File: config.mk
export PLATFORM = sky130hd
export DESIGN_NAME = serial_adder_ctrl_flat
export DESIGN_NICKNAME = d
export VERILOG_FILES = /design/src/rtl/serial_adder_ctrl_pkg.sv /design/src/rtl/serial_adder_ctrl_if.sv /design/src/rtl/serial_adder_ctrl_fulladder.sv /design/src/rtl/serial_adder_ctrl.sv /design/src/flat_wrapper.sv
export SDC_FILE = /design/constraint.sdc
export NUM_CORES = 1
export LEC_CHECK = 0
export CAP_MARGIN = 0
export CORE_ASPECT_RATIO = 1.4
export CORE_UTILIZATION = 45
export CTS_CLUSTER_DIAMETER = 100
export DETAILED_ROUTE_END_ITERATION = 12
export GPL_ROUTABILITY_DRIVEN = 0
export PLACE_DENSITY = 0.78
export SLEW_MARGIN = 20
export SYNTH_ARGS = -nofsm -noshare
export SYNTH_HDL_FRONTEND = slang
export SYNTH_SLANG_ARGS = --single-unit
File: constraint.sdc
create_clock -name clk -period 1.4 [get_ports clk]
set_clock_uncertainty 0.05 [all_clocks]
set_input_delay 0.28 -clock clk [delete_from_list [all_inputs] [get_ports clk]]
set_output_delay 0.28 -clock clk [all_outputs]
set_load 0.02 [all_outputs]
File: src/rtl/serial_adder_ctrl_pkg.sv
// serial_add_pkg: shared FSM encoding, default width and counter sizing for the bit-serial adder.
// Contents: state_e (IDLE/RUN/DONE), DEF_WIDTH, cnt_w(width) -> bit counter width.
package serial_add_pkg;
  typedef enum logic [1:0] {IDLE, RUN, DONE} state_e;
  localparam int DEF_WIDTH = 8;
  function automatic int cnt_w(input int w);
    return (w < 2) ? 1 : $clog2(w);
  endfunction
endpackage

File: src/rtl/serial_adder_ctrl_if.sv
// serial_adder_ctrl_if: operand/result handshake bundle of the bit-serial adder.
// Ports: start_valid/start_ready + a_in/b_in/cin (operands), done_valid/done_ready + sum_out/cout (result),
// busy, ovf (only with SERIAL_ADD_OVF_EN). slave = controller side, master = requester side.
interface serial_adder_ctrl_if #(parameter int WIDTH = 8) ();
  logic             start_valid;
  logic             start_ready;
  logic [WIDTH-1:0] a_in;
  logic [WIDTH-1:0] b_in;
  logic             cin;
  logic [WIDTH-1:0] sum_out;
  logic             cout;
  logic             done_valid;
  logic             done_ready;
  logic             busy;
`ifdef SERIAL_ADD_OVF_EN
  logic             ovf;
`endif
  modport slave (
`ifdef SERIAL_ADD_OVF_EN
    output ovf,
`endif
    input start_valid, a_in, b_in, cin, done_ready,
    output start_ready, sum_out, cout, done_valid, busy
  );
  modport master (
`ifdef SERIAL_ADD_OVF_EN
    input ovf,
`endif
    output start_valid, a_in, b_in, cin, done_ready,
    input start_ready, sum_out, cout, done_valid, busy
  );
endinterface

File: src/rtl/serial_adder_ctrl_fulladder.sv
// fulladder: combinational 1-bit full-adder cell.
// Ports: a_i, b_i, c_i (addend bits, carry in) -> sum_o, carry_o.
module fulladder (
  input  logic a_i,
  input  logic b_i,
  input  logic c_i,
  output logic sum_o,
  output logic carry_o
);
  assign sum_o   = a_i ^ b_i ^ c_i;
  assign carry_o = (a_i & b_i) | (c_i & (a_i ^ b_i));
endmodule

File: src/rtl/serial_adder_ctrl.sv
// serial_adder_ctrl: bit-serial adder controller, LSB first, one bit per clock through one fulladder.
// Ports: clk, rst_n (async active-low), bus (serial_adder_ctrl_if.slave: operand and result handshakes).
// Optional: SERIAL_ADD_OVF_EN adds the signed-overflow result bit ovf.
module serial_adder_ctrl
  import serial_add_pkg::*;
#(
  parameter int WIDTH = DEF_WIDTH
) (
  input logic                clk,
  input logic                rst_n,
  serial_adder_ctrl_if.slave bus
);
  localparam int CW = cnt_w(WIDTH);
  state_e           state_q, state_d;
  logic [WIDTH-1:0] a_q, a_d, b_q, b_d, sr_q, sr_d, sum_q, sum_d;
  logic             carry_q, carry_d, cout_q, cout_d;
  logic [CW-1:0]    cnt_q, cnt_d;
  logic             fa_s, fa_c;
`ifdef SERIAL_ADD_OVF_EN
  logic             ovf_q, ovf_d;
  assign bus.ovf = ovf_q;
`endif
  fulladder u_fa (.a_i(a_q[0]), .b_i(b_q[0]), .c_i(carry_q), .sum_o(fa_s), .carry_o(fa_c));
  assign bus.start_ready = state_q == IDLE;
  assign bus.done_valid  = state_q == DONE;
  assign bus.busy        = state_q != IDLE;
  assign bus.sum_out     = sum_q;
  assign bus.cout        = cout_q;
  // Result registers are separate from the shift register so the last result survives the next accept.
  always_comb begin
    state_d = state_q;
    a_d     = a_q;
    b_d     = b_q;
    sr_d    = sr_q;
    sum_d   = sum_q;
    carry_d = carry_q;
    cout_d  = cout_q;
    cnt_d   = cnt_q;
`ifdef SERIAL_ADD_OVF_EN
    ovf_d   = ovf_q;
`endif
    unique case (state_q)
      IDLE: if (bus.start_valid) begin
        a_d     = bus.a_in;
        b_d     = bus.b_in;
        carry_d = bus.cin;
        cnt_d   = '0;
        sr_d    = '0;
        state_d = RUN;
      end
      RUN: begin
        a_d     = a_q >> 1;
        b_d     = b_q >> 1;
        sr_d    = {fa_s, sr_q[WIDTH-1:1]};
        carry_d = fa_c;
        cnt_d   = cnt_q + CW'(1);
        if (cnt_q == CW'(WIDTH - 1)) begin
          sum_d   = sr_d;
          cout_d  = fa_c;
`ifdef SERIAL_ADD_OVF_EN
          // carry_q is the carry into the MSB on the last bit
          ovf_d   = carry_q ^ fa_c;
`endif
          state_d = DONE;
        end
      end
      DONE: state_d = bus.done_ready ? IDLE : DONE;
      default: state_d = IDLE;
    endcase
  end
  always_ff @(posedge clk or negedge rst_n) begin
    if (!rst_n) begin
      state_q <= IDLE;
      a_q     <= '0;
      b_q     <= '0;
      sr_q    <= '0;
      sum_q   <= '0;
      carry_q <= 1'b0;
      cout_q  <= 1'b0;
      cnt_q   <= '0;
`ifdef SERIAL_ADD_OVF_EN
      ovf_q   <= 1'b0;
`endif
    end else begin
      state_q <= state_d;
      a_q     <= a_d;
      b_q     <= b_d;
      sr_q    <= sr_d;
      sum_q   <= sum_d;
      carry_q <= carry_d;
      cout_q  <= cout_d;
      cnt_q   <= cnt_d;
`ifdef SERIAL_ADD_OVF_EN
      ovf_q   <= ovf_d;
`endif
    end
  end
endmodule
File: src/flat_wrapper.sv
// flat-port wrapper written by rule: the top's interface ports become plain ports
module serial_adder_ctrl_flat import serial_add_pkg::*;
#(
  parameter int WIDTH = DEF_WIDTH
)
  (clk, rst_n, bus_start_valid, bus_a_in, bus_b_in, bus_cin, bus_done_ready, bus_start_ready, bus_sum_out, bus_cout, bus_done_valid, bus_busy);
  serial_adder_ctrl_if #(.WIDTH(WIDTH)) bus_i ();
  input logic clk;
  input logic rst_n;
  input wire logic [$bits(bus_i.start_valid)-1:0] bus_start_valid;
  input wire logic [$bits(bus_i.a_in)-1:0] bus_a_in;
  input wire logic [$bits(bus_i.b_in)-1:0] bus_b_in;
  input wire logic [$bits(bus_i.cin)-1:0] bus_cin;
  input wire logic [$bits(bus_i.done_ready)-1:0] bus_done_ready;
  output wire logic [$bits(bus_i.start_ready)-1:0] bus_start_ready;
  output wire logic [$bits(bus_i.sum_out)-1:0] bus_sum_out;
  output wire logic [$bits(bus_i.cout)-1:0] bus_cout;
  output wire logic [$bits(bus_i.done_valid)-1:0] bus_done_valid;
  output wire logic [$bits(bus_i.busy)-1:0] bus_busy;
  assign bus_i.start_valid = bus_start_valid;
  assign bus_i.a_in = bus_a_in;
  assign bus_i.b_in = bus_b_in;
  assign bus_i.cin = bus_cin;
  assign bus_i.done_ready = bus_done_ready;
  assign bus_start_ready = bus_i.start_ready;
  assign bus_sum_out = bus_i.sum_out;
  assign bus_cout = bus_i.cout;
  assign bus_done_valid = bus_i.done_valid;
  assign bus_busy = bus_i.busy;
  serial_adder_ctrl #(.WIDTH(WIDTH)) u_core (.clk(clk), .rst_n(rst_n), .bus(bus_i));
endmodule
==> summary.md <==
| Metric | Value |
|---|---|
| Drt total wl | `3730 um` |
| Area occupied by multi-input gates | `673 um2` |
| Row count | `25` |
| Gr usage total | `21.9%` |
| Share of the synthesized area in the top cell type | `58.7%` |
| Commonest non-fill, non-tap cell in the layout | `dfrtp_1` |
| Drt initial violations | `35` |
| Final setup violation count | `17` |
| Post-route ant nets | `0` |
| CTS tree | `done` |
| Syn nets | `155` |
| Worst path arrival time | `1.59 ns` |
| Total number of vias | `1259` |
| Grt total ovfl | `0` |
| Die width | `52.7 um` |
| Layout cells sized above 1 | `27.4%` |
| DP HPWL | `2640 um` |
| Critical path type | `flop to flop` |
| Count of final max-slew check failures | `0` |
| Failing checks | `negative setup slack` |
| Max cap viols | `0` |
| Pwr Density | `2210 nW/um2` |
| Port Buffers | `32` |
| RSZ-0062 raised after global routing | `true` |
| Global-route wire length before repair | `5880 um` |
| CTS HTree Levels | `2` |
| Register area | `951 um2` |
| Diode count | `0` |
| Final worst setup slack | `-0.0586 ns` |
| Mean Syn Cell Area | `12.4 um2` |
| Leak | `1.03 nW` |
| Clock-pin transition on the worst setup and hold timing paths | `0.07 ns` |
| Clock Sinks | `38` |
| Synth area leaders | `dfrtp_1 (59%), mux2_4 (8.3%), o22ai_1 (8.1%)` |
| Relative slew slack | `75.5%` |
| Drt drc | `0` |
| Sequential element share of the synthesized area | `58.7%` |
| Filler Cells Inserted | `250` |
| Pre-Repair DR Iteration Count | `4` |
| Hold Crit Class | `input port to async pin` |
| Synth warn | `0` |
| Clk Latency, worst-skew pair | `0.29 ns` |
| Largest net degree at the start of global routing | `39` |
| CP Capture Type | `flop` |
| Mapped Area | `1620 um2` |
| Cells after DPL | `207` |
| CTS buffer count | `5` |
| Setup TNS | `-0.579 ns` |
| CP Data Required Time | `1.53 ns` |
| Status | `finished, violations left` |
| Root buffer cell | `clkbuf_8` |
| Max Freq | `686 MHz` |
| CP Launch Type | `flop` |
| Hold Buf Count CTS | `0` |
| Vias in the first global route | `1285` |
| Max IR drop VDD | `1.27 mV` |
| Most frequent cells in the layout | `dfrtp_1 (38), clkdlybuf4s50_1 (20), o22ai_1 (18)` |
| Total design power | `4.93 mW` |
| #FFs+latches synth | `38` |
| Vias per cell | `5.75` |
| Max Root-Sink Buffers | `2` |
| Initial core utilization | `47.5%` |
| Synth-to-layout area growth | `37.8%` |
| Fin nets | `202` |
| Antenna violations before repair | `0` |
| Count of different cell masters after synthesis | `20` |
| Fin crit period | `1.46 ns` |
| Syn Inst Count | `131` |
| Final Non-Filler Cells | `219` |
| Fin. Hold Viols | `0` |
| Ports | `33` |
| Vert. Die Dim | `73.0 um` |
| Core area | `3410 um2` |
| Cell type with the largest total area after synthesis | `dfrtp_1` |
| Final worst-path cycle share | `104%` |
| Worst-margin pin slew | `0.366 ns` |
| Die area | `3850 um2` |
| Routed WL per cell | `17.0 um` |
| Maximum fanout along the worst path | `10` |
[cell usage after synthesis (all sizes together)]
master	n
a21oi	17
a22o	9
a32o	2
buf	7
clkbuf	1
dfrtp	38
fa	1
ha	2
inv	3
mux2	9
nand2	1
nand2b	4
nor2	12
nor2b	1
o21ai	1
o21ba	1
o22ai	21
o31ai	1
[what timing repair did]
action	CTS	global route
pin swaps	2	0
hold endpoints to repair	0	0
setup endpoints to repair	21	39
resized for setup	29	11
buffers inserted	3	1
[cell type report]
class,instances,share of cell area [%]
clock buffers,7,3.87
clock inverters,1,0.224
inverters,3,0.673
multi-input cells,82,30.2
flip-flops and latches,38,42.6
well taps,40,2.24
repair buffers,48,20.2
[cells by family (layout without fill, tap and decap cells)]
| family | Yosys count | after routing | share of synthesized area, % |
|---|---|---|---|
| buffers and inverters | 11 | 59 | 3.40 |
| adder cells (fa/ha/maj) | 3 | 3 | 2.78 |
| AND/OR/NAND/NOR | 18 | 18 | 5.87 |
| multiplexers | 9 | 9 | 8.35 |
| AO/OA/AOI/OAI | 52 | 52 | 20.9 |
| flip-flops | 38 | 38 | 58.7 |
[critical path: stages (launching register included)]
cell	delay (ns)
dfrtp_1	0.37
buf_4	0.13
buf_6	0.14
nor2b_4	0.22
nand2_8	0.12
mux2_4	0.32
[flip-flops by register name, summed over array words and instances (netlist names)]
name / count
u_core.sr_q: 7
u_core.state_q: 2
u_core.carry_q: 1
u_core.bus.sum_out: 8
u_core.bus.cout: 1
u_core.cnt_q: 3
u_core.b_q: 8
u_core.a_q: 8
[final timing paths]
check                      cells past startpoint  slack, ns                          end                           from
setup / recovery                               5      -0.06  u_core.bus.cout$_DFFE_PN0P_  u_core.state_q[0]$_DFFE_PN0P_
hold / removal                                 2       0.30    u_core.b_q[4]$_DFFE_PN0P_                          rst_n
setup reg to reg                               5      -0.06  u_core.bus.cout$_DFFE_PN0P_  u_core.state_q[0]$_DFFE_PN0P_
hold reg to reg                                1       0.46  u_core.cnt_q[1]$_DFFE_PN0P_    u_core.cnt_q[1]$_DFFE_PN0P_
max in group asynchronous                      2       0.81  u_core.cnt_q[1]$_DFFE_PN0P_                          rst_n
min in group clk                               1       0.46  u_core.cnt_q[1]$_DFFE_PN0P_    u_core.cnt_q[1]$_DFFE_PN0P_
[metrics by stage]
| stage | cell area, um2 | setup WS [ns] | utilization, % | hold WS, ns |
|---|---|---|---|---|
| 2_1_floorplan | 1620 | 0.00947 | - | -0.0656 |
| 6_report | 2230 | -0.0586 | 65.4 | 0.305 |
| 4_1_cts | 2190 | -0.0711 | 64.1 | 0.309 |
| 3_3_place_gp | 2050 | -0.116 | 60.2 | 0.435 |
| 3_5_place_dp | 2050 | -0.208 | 60.2 | 0.440 |
| 5_1_grt | 2230 | -0.110 | 65.4 | 0.323 |
[layer usage]
metal | track usage (%) | routed length, um | share of wire, % | up-vias
met5 | 0 | 0 | 0 | -
met4 | 11.4 | 121 | 3.2 | 0
met3 | 5.21 | 185 | 5.0 | 9
met2 | 38.3 | 2080 | 56 | 52
met1 | 23.9 | 1350 | 36 | 617
li1 | - | - | - | 581
[where the power goes]
part / internal, mW / total [mW] / switching (mW) / leakage [nW]
Clock: 0.397 / 0.772 / 0.375 / 0.0482
Combinational: 1.15 / 2.21 / 1.06 / 0.517
Sequential: 1.59 / 1.95 / 0.358 / 0.465
Total: 3.13 / 4.93 / 1.79 / 1.03
(Power assumes the default switching activity.)
